`src/rtl/idu_lsu_iq_if.sv`:
```
// Dispatch, writeback-wakeup and issue signals between IDU dispatch, the LSU
// issue queue and the LSU execute pipe.
interface idu_lsu_iq_if;
  logic        rtu_global_flush;
  logic        dis_lsu_vld;
  logic [4:0]  dis_lsu_iid;
  logic [6:0]  dis_lsu_opcode;
  logic [6:0]  dis_lsu_funct7;
  logic [2:0]  dis_lsu_funct3;
  logic [63:0] dis_lsu_pc;
  logic        dis_lsu_psrc1_vld;
  logic [5:0]  dis_lsu_psrc1_preg;
  logic        dis_lsu_psrc1_rdy;
  logic [63:0] dis_lsu_psrc1_value;
  logic        dis_lsu_psrc2_vld;
  logic [5:0]  dis_lsu_psrc2_preg;
  logic        dis_lsu_psrc2_rdy;
  logic [63:0] dis_lsu_psrc2_value;
  logic        dis_lsu_pdst_vld;
  logic [5:0]  dis_lsu_pdst;
  logic        dis_lsu_imm_vld;
  logic [63:0] dis_lsu_imm;
  logic        lsu_iq_dis_full;
  logic        exu_idu_rf_alu_wb_vld;
  logic [5:0]  exu_idu_rf_alu_wb_preg;
  logic [63:0] exu_idu_rf_alu_wb_data;
  logic        exu_idu_rf_lsu_wb_vld;
  logic [5:0]  exu_idu_rf_lsu_wb_preg;
  logic [63:0] exu_idu_rf_lsu_wb_data;
  logic        idu_exu_lsu_vld;
  logic [4:0]  idu_exu_lsu_iid;
  logic [6:0]  idu_exu_lsu_opcode;
  logic [6:0]  idu_exu_lsu_funct7;
  logic [2:0]  idu_exu_lsu_funct3;
  logic [63:0] idu_exu_lsu_pc;
  logic        idu_exu_lsu_psrc1_vld;
  logic [63:0] idu_exu_lsu_psrc1_value;
  logic        idu_exu_lsu_psrc2_vld;
  logic [63:0] idu_exu_lsu_psrc2_value;
  logic        idu_exu_lsu_pdst_vld;
  logic [5:0]  idu_exu_lsu_pdst;
  logic        idu_exu_lsu_imm_vld;
  logic [63:0] idu_exu_lsu_imm;

  modport slave (
    input  rtu_global_flush, dis_lsu_vld, dis_lsu_iid, dis_lsu_opcode, dis_lsu_funct7,
           dis_lsu_funct3, dis_lsu_pc, dis_lsu_psrc1_vld, dis_lsu_psrc1_preg,
           dis_lsu_psrc1_rdy, dis_lsu_psrc1_value, dis_lsu_psrc2_vld, dis_lsu_psrc2_preg,
           dis_lsu_psrc2_rdy, dis_lsu_psrc2_value, dis_lsu_pdst_vld, dis_lsu_pdst,
           dis_lsu_imm_vld, dis_lsu_imm,
           exu_idu_rf_alu_wb_vld, exu_idu_rf_alu_wb_preg, exu_idu_rf_alu_wb_data,
           exu_idu_rf_lsu_wb_vld, exu_idu_rf_lsu_wb_preg, exu_idu_rf_lsu_wb_data,
    output lsu_iq_dis_full, idu_exu_lsu_vld, idu_exu_lsu_iid, idu_exu_lsu_opcode,
           idu_exu_lsu_funct7, idu_exu_lsu_funct3, idu_exu_lsu_pc,
           idu_exu_lsu_psrc1_vld, idu_exu_lsu_psrc1_value, idu_exu_lsu_psrc2_vld,
           idu_exu_lsu_psrc2_value, idu_exu_lsu_pdst_vld, idu_exu_lsu_pdst,
           idu_exu_lsu_imm_vld, idu_exu_lsu_imm
  );

  modport master (
    output rtu_global_flush, dis_lsu_vld, dis_lsu_iid, dis_lsu_opcode, dis_lsu_funct7,
           dis_lsu_funct3, dis_lsu_pc, dis_lsu_psrc1_vld, dis_lsu_psrc1_preg,
           dis_lsu_psrc1_rdy, dis_lsu_psrc1_value, dis_lsu_psrc2_vld, dis_lsu_psrc2_preg,
           dis_lsu_psrc2_rdy, dis_lsu_psrc2_value, dis_lsu_pdst_vld, dis_lsu_pdst,
           dis_lsu_imm_vld, dis_lsu_imm,
           exu_idu_rf_alu_wb_vld, exu_idu_rf_alu_wb_preg, exu_idu_rf_alu_wb_data,
           exu_idu_rf_lsu_wb_vld, exu_idu_rf_lsu_wb_preg, exu_idu_rf_lsu_wb_data,
    input  lsu_iq_dis_full, idu_exu_lsu_vld, idu_exu_lsu_iid, idu_exu_lsu_opcode,
           idu_exu_lsu_funct7, idu_exu_lsu_funct3, idu_exu_lsu_pc,
           idu_exu_lsu_psrc1_vld, idu_exu_lsu_psrc1_value, idu_exu_lsu_psrc2_vld,
           idu_exu_lsu_psrc2_value, idu_exu_lsu_pdst_vld, idu_exu_lsu_pdst,
           idu_exu_lsu_imm_vld, idu_exu_lsu_imm
  );
endinterface

```
`src/rtl/idu_lsu_iq.sv`:
```
// In-order LSU issue queue: circular buffer of dispatched loads/stores whose
// sources wake up from the ALU/LSU writeback buses; only the head may issue.
module idu_lsu_iq #(
  parameter int DEPTH = 4
) (
  input logic         clk,
  input logic         rst_clk,
  idu_lsu_iq_if.slave bus
);
  localparam int PW = (DEPTH > 1) ? $clog2(DEPTH) : 1;
  localparam int CW = $clog2(DEPTH + 1);

  typedef struct packed {
    logic        vld;
    logic [5:0]  preg;
    logic        rdy;
    logic [63:0] val;
  } src_t;

  typedef struct packed {
    logic [4:0]  iid;
    logic [6:0]  opcode;
    logic [6:0]  funct7;
    logic [2:0]  funct3;
    logic [63:0] pc;
    src_t        s1;
    src_t        s2;
    logic        pdst_vld;
    logic [5:0]  pdst;
    logic        imm_vld;
    logic [63:0] imm;
  } ent_t;

  ent_t            ent_q [DEPTH];
  ent_t            ent_d [DEPTH];
  logic [DEPTH-1:0] vld_q, vld_d;
  logic [PW-1:0]   wr_ptr_q, wr_ptr_d, rd_ptr_q, rd_ptr_d;
  logic [CW-1:0]   cnt_q, cnt_d;
  logic            full, push, issue;
  ent_t            head, dis_ent;

  // ALU writeback wins when both buses carry the same tag.
  function automatic src_t wake(input src_t s,
                                input logic av, input logic [5:0] ap, input logic [63:0] ad,
                                input logic lv, input logic [5:0] lp, input logic [63:0] ld);
    src_t r;
    r = s;
    if (s.vld && !s.rdy) begin
      if (av && ap == s.preg) begin
        r.rdy = 1'b1;
        r.val = ad;
      end else if (lv && lp == s.preg) begin
        r.rdy = 1'b1;
        r.val = ld;
      end
    end
    return r;
  endfunction

  function automatic logic src_ok(input src_t s);
    return !s.vld || s.rdy;
  endfunction

  always_comb begin
    full  = (cnt_q == CW'(DEPTH));
    head  = ent_q[rd_ptr_q];
    issue = vld_q[rd_ptr_q] && src_ok(head.s1) && src_ok(head.s2) && !bus.rtu_global_flush;
    push  = bus.dis_lsu_vld && !full && !bus.rtu_global_flush;

    dis_ent = '{iid: bus.dis_lsu_iid, opcode: bus.dis_lsu_opcode, funct7: bus.dis_lsu_funct7,
                funct3: bus.dis_lsu_funct3, pc: bus.dis_lsu_pc,
                s1: '{bus.dis_lsu_psrc1_vld, bus.dis_lsu_psrc1_preg, bus.dis_lsu_psrc1_rdy,
                      bus.dis_lsu_psrc1_value},
                s2: '{bus.dis_lsu_psrc2_vld, bus.dis_lsu_psrc2_preg, bus.dis_lsu_psrc2_rdy,
                      bus.dis_lsu_psrc2_value},
                pdst_vld: bus.dis_lsu_pdst_vld, pdst: bus.dis_lsu_pdst,
                imm_vld: bus.dis_lsu_imm_vld, imm: bus.dis_lsu_imm};

    ent_d = ent_q;
    for (int i = 0; i < DEPTH; i++) begin
      if (vld_q[i]) begin
        ent_d[i].s1 = wake(ent_q[i].s1, bus.exu_idu_rf_alu_wb_vld, bus.exu_idu_rf_alu_wb_preg,
                           bus.exu_idu_rf_alu_wb_data, bus.exu_idu_rf_lsu_wb_vld,
                           bus.exu_idu_rf_lsu_wb_preg, bus.exu_idu_rf_lsu_wb_data);
        ent_d[i].s2 = wake(ent_q[i].s2, bus.exu_idu_rf_alu_wb_vld, bus.exu_idu_rf_alu_wb_preg,
                           bus.exu_idu_rf_alu_wb_data, bus.exu_idu_rf_lsu_wb_vld,
                           bus.exu_idu_rf_lsu_wb_preg, bus.exu_idu_rf_lsu_wb_data);
      end
    end
    // Same-cycle wakeup of a dispatching entry is captured here.
    if (push) begin
      ent_d[wr_ptr_q]    = dis_ent;
      ent_d[wr_ptr_q].s1 = wake(dis_ent.s1, bus.exu_idu_rf_alu_wb_vld, bus.exu_idu_rf_alu_wb_preg,
                                bus.exu_idu_rf_alu_wb_data, bus.exu_idu_rf_lsu_wb_vld,
                                bus.exu_idu_rf_lsu_wb_preg, bus.exu_idu_rf_lsu_wb_data);
      ent_d[wr_ptr_q].s2 = wake(dis_ent.s2, bus.exu_idu_rf_alu_wb_vld, bus.exu_idu_rf_alu_wb_preg,
                                bus.exu_idu_rf_alu_wb_data, bus.exu_idu_rf_lsu_wb_vld,
                                bus.exu_idu_rf_lsu_wb_preg, bus.exu_idu_rf_lsu_wb_data);
    end

    vld_d    = vld_q;
    wr_ptr_d = wr_ptr_q;
    rd_ptr_d = rd_ptr_q;
    cnt_d    = cnt_q;
    if (issue) begin
      vld_d[rd_ptr_q] = 1'b0;
      rd_ptr_d        = PW'(rd_ptr_q + 1'b1);
    end
    if (push) begin
      vld_d[wr_ptr_q] = 1'b1;
      wr_ptr_d        = PW'(wr_ptr_q + 1'b1);
    end
    case ({push, issue})
      2'b10:   cnt_d = cnt_q + 1'b1;
      2'b01:   cnt_d = cnt_q - 1'b1;
      default: cnt_d = cnt_q;
    endcase
    if (bus.rtu_global_flush) begin
      vld_d    = '0;
      wr_ptr_d = '0;
      rd_ptr_d = '0;
      cnt_d    = '0;
    end
  end

  always_ff @(posedge clk) begin
    if (rst_clk) begin
      vld_q    <= '0;
      wr_ptr_q <= '0;
      rd_ptr_q <= '0;
      cnt_q    <= '0;
    end else begin
      vld_q    <= vld_d;
      wr_ptr_q <= wr_ptr_d;
      rd_ptr_q <= rd_ptr_d;
      cnt_q    <= cnt_d;
    end
  end

  always_ff @(posedge clk) begin
    ent_q <= ent_d;
  end

  assign bus.lsu_iq_dis_full         = full;
  assign bus.idu_exu_lsu_vld         = issue;
  assign bus.idu_exu_lsu_iid         = issue ? head.iid : '0;
  assign bus.idu_exu_lsu_opcode      = issue ? head.opcode : '0;
  assign bus.idu_exu_lsu_funct7      = issue ? head.funct7 : '0;
  assign bus.idu_exu_lsu_funct3      = issue ? head.funct3 : '0;
  assign bus.idu_exu_lsu_pc          = issue ? head.pc : '0;
  assign bus.idu_exu_lsu_psrc1_vld   = issue && head.s1.vld;
  assign bus.idu_exu_lsu_psrc1_value = (issue && head.s1.vld) ? head.s1.val : '0;
  assign bus.idu_exu_lsu_psrc2_vld   = issue && head.s2.vld;
  assign bus.idu_exu_lsu_psrc2_value = (issue && head.s2.vld) ? head.s2.val : '0;
  assign bus.idu_exu_lsu_pdst_vld    = issue && head.pdst_vld;
  assign bus.idu_exu_lsu_pdst        = issue ? head.pdst : '0;
  assign bus.idu_exu_lsu_imm_vld     = issue && head.imm_vld;
  assign bus.idu_exu_lsu_imm         = issue ? head.imm : '0;
endmodule

```
`src/flat_wrapper.sv`:
```
// flat-port wrapper written by rule: the top's interface ports become plain ports
module idu_lsu_iq_flat 
#(
  parameter int DEPTH = 4
)
  (clk, rst_clk, bus_rtu_global_flush, bus_dis_lsu_vld, bus_dis_lsu_iid, bus_dis_lsu_opcode, bus_dis_lsu_funct7, bus_dis_lsu_funct3, bus_dis_lsu_pc, bus_dis_lsu_psrc1_vld, bus_dis_lsu_psrc1_preg, bus_dis_lsu_psrc1_rdy, bus_dis_lsu_psrc1_value, bus_dis_lsu_psrc2_vld, bus_dis_lsu_psrc2_preg, bus_dis_lsu_psrc2_rdy, bus_dis_lsu_psrc2_value, bus_dis_lsu_pdst_vld, bus_dis_lsu_pdst, bus_dis_lsu_imm_vld, bus_dis_lsu_imm, bus_exu_idu_rf_alu_wb_vld, bus_exu_idu_rf_alu_wb_preg, bus_exu_idu_rf_alu_wb_data, bus_exu_idu_rf_lsu_wb_vld, bus_exu_idu_rf_lsu_wb_preg, bus_exu_idu_rf_lsu_wb_data, bus_lsu_iq_dis_full, bus_idu_exu_lsu_vld, bus_idu_exu_lsu_iid, bus_idu_exu_lsu_opcode, bus_idu_exu_lsu_funct7, bus_idu_exu_lsu_funct3, bus_idu_exu_lsu_pc, bus_idu_exu_lsu_psrc1_vld, bus_idu_exu_lsu_psrc1_value, bus_idu_exu_lsu_psrc2_vld, bus_idu_exu_lsu_psrc2_value, bus_idu_exu_lsu_pdst_vld, bus_idu_exu_lsu_pdst, bus_idu_exu_lsu_imm_vld, bus_idu_exu_lsu_imm);
  idu_lsu_iq_if bus_i ();
  input logic clk;
  input logic rst_clk;
  input wire logic [$bits(bus_i.rtu_global_flush)-1:0] bus_rtu_global_flush;
  input wire logic [$bits(bus_i.dis_lsu_vld)-1:0] bus_dis_lsu_vld;
  input wire logic [$bits(bus_i.dis_lsu_iid)-1:0] bus_dis_lsu_iid;
  input wire logic [$bits(bus_i.dis_lsu_opcode)-1:0] bus_dis_lsu_opcode;
  input wire logic [$bits(bus_i.dis_lsu_funct7)-1:0] bus_dis_lsu_funct7;
  input wire logic [$bits(bus_i.dis_lsu_funct3)-1:0] bus_dis_lsu_funct3;
  input wire logic [$bits(bus_i.dis_lsu_pc)-1:0] bus_dis_lsu_pc;
  input wire logic [$bits(bus_i.dis_lsu_psrc1_vld)-1:0] bus_dis_lsu_psrc1_vld;
  input wire logic [$bits(bus_i.dis_lsu_psrc1_preg)-1:0] bus_dis_lsu_psrc1_preg;
  input wire logic [$bits(bus_i.dis_lsu_psrc1_rdy)-1:0] bus_dis_lsu_psrc1_rdy;
  input wire logic [$bits(bus_i.dis_lsu_psrc1_value)-1:0] bus_dis_lsu_psrc1_value;
  input wire logic [$bits(bus_i.dis_lsu_psrc2_vld)-1:0] bus_dis_lsu_psrc2_vld;
  input wire logic [$bits(bus_i.dis_lsu_psrc2_preg)-1:0] bus_dis_lsu_psrc2_preg;
  input wire logic [$bits(bus_i.dis_lsu_psrc2_rdy)-1:0] bus_dis_lsu_psrc2_rdy;
  input wire logic [$bits(bus_i.dis_lsu_psrc2_value)-1:0] bus_dis_lsu_psrc2_value;
  input wire logic [$bits(bus_i.dis_lsu_pdst_vld)-1:0] bus_dis_lsu_pdst_vld;
  input wire logic [$bits(bus_i.dis_lsu_pdst)-1:0] bus_dis_lsu_pdst;
  input wire logic [$bits(bus_i.dis_lsu_imm_vld)-1:0] bus_dis_lsu_imm_vld;
  input wire logic [$bits(bus_i.dis_lsu_imm)-1:0] bus_dis_lsu_imm;
  input wire logic [$bits(bus_i.exu_idu_rf_alu_wb_vld)-1:0] bus_exu_idu_rf_alu_wb_vld;
  input wire logic [$bits(bus_i.exu_idu_rf_alu_wb_preg)-1:0] bus_exu_idu_rf_alu_wb_preg;
  input wire logic [$bits(bus_i.exu_idu_rf_alu_wb_data)-1:0] bus_exu_idu_rf_alu_wb_data;
  input wire logic [$bits(bus_i.exu_idu_rf_lsu_wb_vld)-1:0] bus_exu_idu_rf_lsu_wb_vld;
  input wire logic [$bits(bus_i.exu_idu_rf_lsu_wb_preg)-1:0] bus_exu_idu_rf_lsu_wb_preg;
  input wire logic [$bits(bus_i.exu_idu_rf_lsu_wb_data)-1:0] bus_exu_idu_rf_lsu_wb_data;
  output wire logic [$bits(bus_i.lsu_iq_dis_full)-1:0] bus_lsu_iq_dis_full;
  output wire logic [$bits(bus_i.idu_exu_lsu_vld)-1:0] bus_idu_exu_lsu_vld;
  output wire logic [$bits(bus_i.idu_exu_lsu_iid)-1:0] bus_idu_exu_lsu_iid;
  output wire logic [$bits(bus_i.idu_exu_lsu_opcode)-1:0] bus_idu_exu_lsu_opcode;
  output wire logic [$bits(bus_i.idu_exu_lsu_funct7)-1:0] bus_idu_exu_lsu_funct7;
  output wire logic [$bits(bus_i.idu_exu_lsu_funct3)-1:0] bus_idu_exu_lsu_funct3;
  output wire logic [$bits(bus_i.idu_exu_lsu_pc)-1:0] bus_idu_exu_lsu_pc;
  output wire logic [$bits(bus_i.idu_exu_lsu_psrc1_vld)-1:0] bus_idu_exu_lsu_psrc1_vld;
  output wire logic [$bits(bus_i.idu_exu_lsu_psrc1_value)-1:0] bus_idu_exu_lsu_psrc1_value;
  output wire logic [$bits(bus_i.idu_exu_lsu_psrc2_vld)-1:0] bus_idu_exu_lsu_psrc2_vld;
  output wire logic [$bits(bus_i.idu_exu_lsu_psrc2_value)-1:0] bus_idu_exu_lsu_psrc2_value;
  output wire logic [$bits(bus_i.idu_exu_lsu_pdst_vld)-1:0] bus_idu_exu_lsu_pdst_vld;
  output wire logic [$bits(bus_i.idu_exu_lsu_pdst)-1:0] bus_idu_exu_lsu_pdst;
  output wire logic [$bits(bus_i.idu_exu_lsu_imm_vld)-1:0] bus_idu_exu_lsu_imm_vld;
  output wire logic [$bits(bus_i.idu_exu_lsu_imm)-1:0] bus_idu_exu_lsu_imm;
  assign bus_i.rtu_global_flush = bus_rtu_global_flush;
  assign bus_i.dis_lsu_vld = bus_dis_lsu_vld;
  assign bus_i.dis_lsu_iid = bus_dis_lsu_iid;
  assign bus_i.dis_lsu_opcode = bus_dis_lsu_opcode;
  assign bus_i.dis_lsu_funct7 = bus_dis_lsu_funct7;
  assign bus_i.dis_lsu_funct3 = bus_dis_lsu_funct3;
  assign bus_i.dis_lsu_pc = bus_dis_lsu_pc;
  assign bus_i.dis_lsu_psrc1_vld = bus_dis_lsu_psrc1_vld;
  assign bus_i.dis_lsu_psrc1_preg = bus_dis_lsu_psrc1_preg;
  assign bus_i.dis_lsu_psrc1_rdy = bus_dis_lsu_psrc1_rdy;
  assign bus_i.dis_lsu_psrc1_value = bus_dis_lsu_psrc1_value;
  assign bus_i.dis_lsu_psrc2_vld = bus_dis_lsu_psrc2_vld;
  assign bus_i.dis_lsu_psrc2_preg = bus_dis_lsu_psrc2_preg;
  assign bus_i.dis_lsu_psrc2_rdy = bus_dis_lsu_psrc2_rdy;
  assign bus_i.dis_lsu_psrc2_value = bus_dis_lsu_psrc2_value;
  assign bus_i.dis_lsu_pdst_vld = bus_dis_lsu_pdst_vld;
  assign bus_i.dis_lsu_pdst = bus_dis_lsu_pdst;
  assign bus_i.dis_lsu_imm_vld = bus_dis_lsu_imm_vld;
  assign bus_i.dis_lsu_imm = bus_dis_lsu_imm;
  assign bus_i.exu_idu_rf_alu_wb_vld = bus_exu_idu_rf_alu_wb_vld;
  assign bus_i.exu_idu_rf_alu_wb_preg = bus_exu_idu_rf_alu_wb_preg;
  assign bus_i.exu_idu_rf_alu_wb_data = bus_exu_idu_rf_alu_wb_data;
  assign bus_i.exu_idu_rf_lsu_wb_vld = bus_exu_idu_rf_lsu_wb_vld;
  assign bus_i.exu_idu_rf_lsu_wb_preg = bus_exu_idu_rf_lsu_wb_preg;
  assign bus_i.exu_idu_rf_lsu_wb_data = bus_exu_idu_rf_lsu_wb_data;
  assign bus_lsu_iq_dis_full = bus_i.lsu_iq_dis_full;
  assign bus_idu_exu_lsu_vld = bus_i.idu_exu_lsu_vld;
  assign bus_idu_exu_lsu_iid = bus_i.idu_exu_lsu_iid;
  assign bus_idu_exu_lsu_opcode = bus_i.idu_exu_lsu_opcode;
  assign bus_idu_exu_lsu_funct7 = bus_i.idu_exu_lsu_funct7;
  assign bus_idu_exu_lsu_funct3 = bus_i.idu_exu_lsu_funct3;
  assign bus_idu_exu_lsu_pc = bus_i.idu_exu_lsu_pc;
  assign bus_idu_exu_lsu_psrc1_vld = bus_i.idu_exu_lsu_psrc1_vld;
  assign bus_idu_exu_lsu_psrc1_value = bus_i.idu_exu_lsu_psrc1_value;
  assign bus_idu_exu_lsu_psrc2_vld = bus_i.idu_exu_lsu_psrc2_vld;
  assign bus_idu_exu_lsu_psrc2_value = bus_i.idu_exu_lsu_psrc2_value;
  assign bus_idu_exu_lsu_pdst_vld = bus_i.idu_exu_lsu_pdst_vld;
  assign bus_idu_exu_lsu_pdst = bus_i.idu_exu_lsu_pdst;
  assign bus_idu_exu_lsu_imm_vld = bus_i.idu_exu_lsu_imm_vld;
  assign bus_idu_exu_lsu_imm = bus_i.idu_exu_lsu_imm;
  idu_lsu_iq #(.DEPTH(DEPTH)) u_core (.clk(clk), .rst_clk(rst_clk), .bus(bus_i));
endmodule
```
`config.mk`:
```
export PLATFORM = sky130hd
export DESIGN_NAME = idu_lsu_iq_flat
export DESIGN_NICKNAME = d
export VERILOG_FILES = /design/src/rtl/idu_lsu_iq_if.sv /design/src/rtl/idu_lsu_iq.sv /design/src/flat_wrapper.sv
export SDC_FILE = /design/constraint.sdc
export NUM_CORES = 2
export LEC_CHECK = 0
export CORE_MARGIN = 3
export CORE_UTILIZATION = 49
export CTS_BUF_LIST = sky130_fd_sc_hd__clkbuf_4 sky130_fd_sc_hd__clkbuf_8
export CTS_CLUSTER_DIAMETER = 80
export CTS_CLUSTER_SIZE = 16
export DETAILED_ROUTE_END_ITERATION = 10
export HOLD_SLACK_MARGIN = 0.03
export PLACE_DENSITY = 0.71
export SLEW_MARGIN = 40
export SYNTH_ARGS = -nofsm -noshare
export SYNTH_HDL_FRONTEND = slang
export SYNTH_SLANG_ARGS = --single-unit
```
`constraint.sdc`:
```
create_clock -name clk -period 8.95 [get_ports clk]
set_input_delay 0.895 -clock clk [delete_from_list [all_inputs] [get_ports clk]]
set_output_delay 0.895 -clock clk [all_outputs]
set_load 0.1 [all_outputs]
```
==> metrics.csv <==
stage,metric,value,unit
yosys,Synth Warn #,0,
run_status,outcome,completed,
clock_tree,Post-CTS Setup Bufs,0,
yosys,largest cells by area after synthesis,"edfxtp_1, dfxtp_1, mux4_2",
sta,Worst Tran Pin Value,0.997,ns
drt,average wire per standard cell,32.9,um
drt,DR vias,54338,
global_routing,Global Route Usage Sum,35.8,%
yosys,Synth Area per Inst,11.6,um^2
sta,f_max,179,MHz
placed_design,I/O Buffers,737,
placed_design,placed cell count,7479,
critical_path,crit-path cells,"buf_6, buf_6, buf_6, mux4_2, nor2b_1, buf_2",
pwr,total power,0.0116,W
yosys,largest area contributor in the netlist,edfxtp_1,
critical_path,Critical Path RT,8.06,ns
drt,1st-iter DRT viols,8059,
sta,Clock Skews,0.0693,ns
pwr,Lkg Pwr,22.6,nW
final_layout,layout cells sized above 1,19.5,%
yosys,post-synthesis cell type count,78,
pwr,PD cells,159,mW/mm^2
drt,WL final,253,mm
yosys,"FFs w/ async S/R, synth",0,%
yosys,post-synthesis sequential area ratio,48.5,%
floorplan,# rows,132,
yosys,share of the synthesized area in the top cell type,32.0,%
sta,Hold WS,0.498,ns
final_layout,Area Growth Syn to Fin,13.6,%
global_routing,grt ovf,0,
clock_tree,Worst-Skew Late Latency,0.85,ns
yosys,"Net Count, Synth",6000,
clock_tree,CTS tree,done,
floorplan,starting density of the core,49.6,%
critical_path,max incr delay on CP,0.76,ns
sta,TNS Setup,0,ns
worst_hold_path,min-delay worst type,reg2reg,
yosys,Post-Synthesis Cells,5542,
sta,# setup viols final,0,
placed_design,post-place setup slack,3.60,ns
sta,RSZ-0062 raised after global routing,no,
sta,relative slew slack,33.5,%
drt,DR vias/cell,7.07,
clock_tree,CTS HTree Levels,3,
floorplan,I/O pin count,738,
floorplan,DIE AREA,0.136,mm^2
critical_path,crit-path most repeated cell,buf_6,
clock_tree,Max Root-Sink Buffers,3,
placed_design,gpl congestion,0.877,
critical_path,Setup CP Type,reg2out,
clock_tree,clock root cell,clkbuf_8,
clock_tree,CTS sink count,1219,
critical_path,critical path launch point type,flip-flop,
yosys,Post-Syn Area,0.0645,mm^2
job,# Max-Cap Violations,0,
floorplan,core box area,0.130,mm^2
sta,Setup WS post-layout,3.37,ns
yosys,prevailing post-synth register cell,edfxtp_1,
drt,drt pass-1 iters,8,
clock_tree,clk slew on worst S/H paths,0.12,ns
floorplan,die width,369,um
global_routing,vias in the first global route,53199,
drt,Post-DRT Antenna Nets,0,
critical_path,critical path peak fanout,48,
global_routing,first-pass GRT wire length,364,mm
floorplan,die span in y,369,um
drt,DRC Markers,0,
yosys,Post-synth EDFFs,688,
placed_design,DP HPWL,148,mm
sta,fin crit share,62.3,%
final_layout,Final Instance Count excl. Fillers,7690,
final_layout,net total in the final layout,6286,
global_routing,pin count of the biggest net entering global routing,117,
sta,Period minus WS final,5.58,ns
sta,fin. max-slew vios,0,
sta,Final Hold Viols,0,
yosys,register bit total from synthesis,1219,
critical_path,slowest cell on the critical path,dfxtp_4,
critical_path,critical path arrival,4.68,ns
clock_tree,number of CTS-inserted buffers,89,
clock_tree,hold buffer count at CTS,0,
clock_tree,CTS resizes,0,
pwr,Peak VDD IR,143,uV
critical_path,CP endpoint kind,output pin,
global_routing,initial antenna violation count,93,
sequential cells by signal, indices dropped and copies added (netlist names):
register / count
u_core.cnt_q: 3
u_core.ent_q: 1208
u_core.rd_ptr_q: 2
u_core.vld_q: 4
u_core.wr_ptr_q: 2
worst max-delay path, delay by kind of cell, from the launching register on:
kind | cells | cell delay (ns)
multiplexers | 1 | 0.62
buffers and inverters | 4 | 2.13
flip-flops | 1 | 0.76
AND/OR/NAND/NOR | 1 | 0.15
power breakdown:
group	total, W	switching, W	internal, W
Clock	0.00318	0.00196	0.00122
Combinational	0.00179	0.000906	0.000881
Sequential	0.00665	0.000256	0.00640
synth_stat cells, types with 4 or more instances:
cell / count
edfxtp_1: 688
dfxtp_1: 531
nor3_1: 457
clkbuf_1: 374
o22ai_1: 311
nor2b_1: 294
mux4_2: 288
a21oi_1: 283
or3_1: 269
nand3b_1: 267
o32ai_1: 249
mux2i_1: 248
nor2_1: 211
mux2_2: 157
buf_2: 116
buf_1: 90
xnor2_1: 86
o21ai_0: 68
o2bb2ai_1: 60
a211oi_1: 52
a221oi_2: 46
xor2_1: 38
buf_4: 37
buf_6: 37
and2_1: 29
a221oi_1: 25
and3_1: 24
nand2_1: 23
mux2_1: 19
nand4_1: 17
inv_1: 16
nand3_1: 16
a211oi_2: 12
ha_1: 9
mux2_4: 9
or2_2: 6
o21a_1: 5
or4_1: 5
a2bb2oi_1: 4
nand2b_1: 4
o21ai_1: 4
per-stage QoR:
| stage | cell area (um^2) | util, % |
|---|---|---|
| after floorplan | 64500 | - |
| after global placement | 72200 | 55.5 |
| after detailed placement | 71300 | 54.8 |
| after CTS | 73200 | 56.2 |
| after global routing | 73300 | 56.3 |
| final | 73300 | 56.3 |
final cells by class:
| class | count | area [um^2] |
|---|---|---|
| inverter | 19 | 111 |
| tap | 1742 | 2180 |
| timing repair buffer | 854 | 7290 |
| clock buffer | 138 | 1610 |
| antenna | 55 | 138 |
| sequential | 1219 | 31300 |
| clock inverter | 18 | 221 |
| fill | 10920 | 56800 |
| multi-input combinational | 3645 | 30500 |
path summary, 6_finish.rpt:
kind                 startpoint                     end  slack [ns]  depth (start not counted)
min reg2reg   u_core.ent_q[202]       u_core.ent_q[202]        0.50                          2
min           u_core.ent_q[202]       u_core.ent_q[202]        0.50                          2
max          u_core.rd_ptr_q[0]  bus_idu_exu_lsu_pc[15]        3.37                          6
max reg2reg     u_core.cnt_q[0]       u_core.ent_q[351]        4.65                          8
logic make-up after synthesis:
group / synth area share [%]
AO/OA/AOI/OAI: 12.7
XOR/XNOR: 1.68
adder cells (fa/ha/maj): 0.205
buffers and inverters: 4.85
flip-flops: 48.5
multiplexers: 17.2
AND/OR/NAND/NOR: 14.9
cell usage in the layout, fill, tap and decap left out, types with 18 or more instances in the layout:
cell type / synthesis / final
edfxtp_1: 688 / 688
dfxtp_1: 531 / 529
nor3_1: 457 / 457
clkdlybuf4s50_1: 0 / 447
o22ai_1: 311 / 311
nor2b_1: 294 / 293
buf_2: 116 / 290
mux4_2: 288 / 288
a21oi_1: 283 / 280
or3_1: 269 / 268
nand3b_1: 267 / 267
o32ai_1: 249 / 249
mux2i_1: 248 / 248
nor2_1: 211 / 209
mux2_2: 157 / 157
clkbuf_8: 0 / 92
xnor2_1: 86 / 86
o21ai_0: 68 / 67
o2bb2ai_1: 60 / 60
buf_4: 37 / 60
diode_2: 0 / 55
a211oi_1: 52 / 52
a221oi_2: 46 / 46
clkbuf_4: 0 / 46
xor2_1: 38 / 38
and2_1: 29 / 29
buf_6: 37 / 29
a221oi_1: 25 / 25
and3_1: 24 / 24
mux2_1: 19 / 19
nand2_1: 23 / 18
metal layers:
layer	global-route usage, %	wire (um)
met4	19.0	13900
met1	46.4	92300
met5	0	393
met3	12.0	35300
met2	53.1	111000
Power figures use the tool's default switching activity.
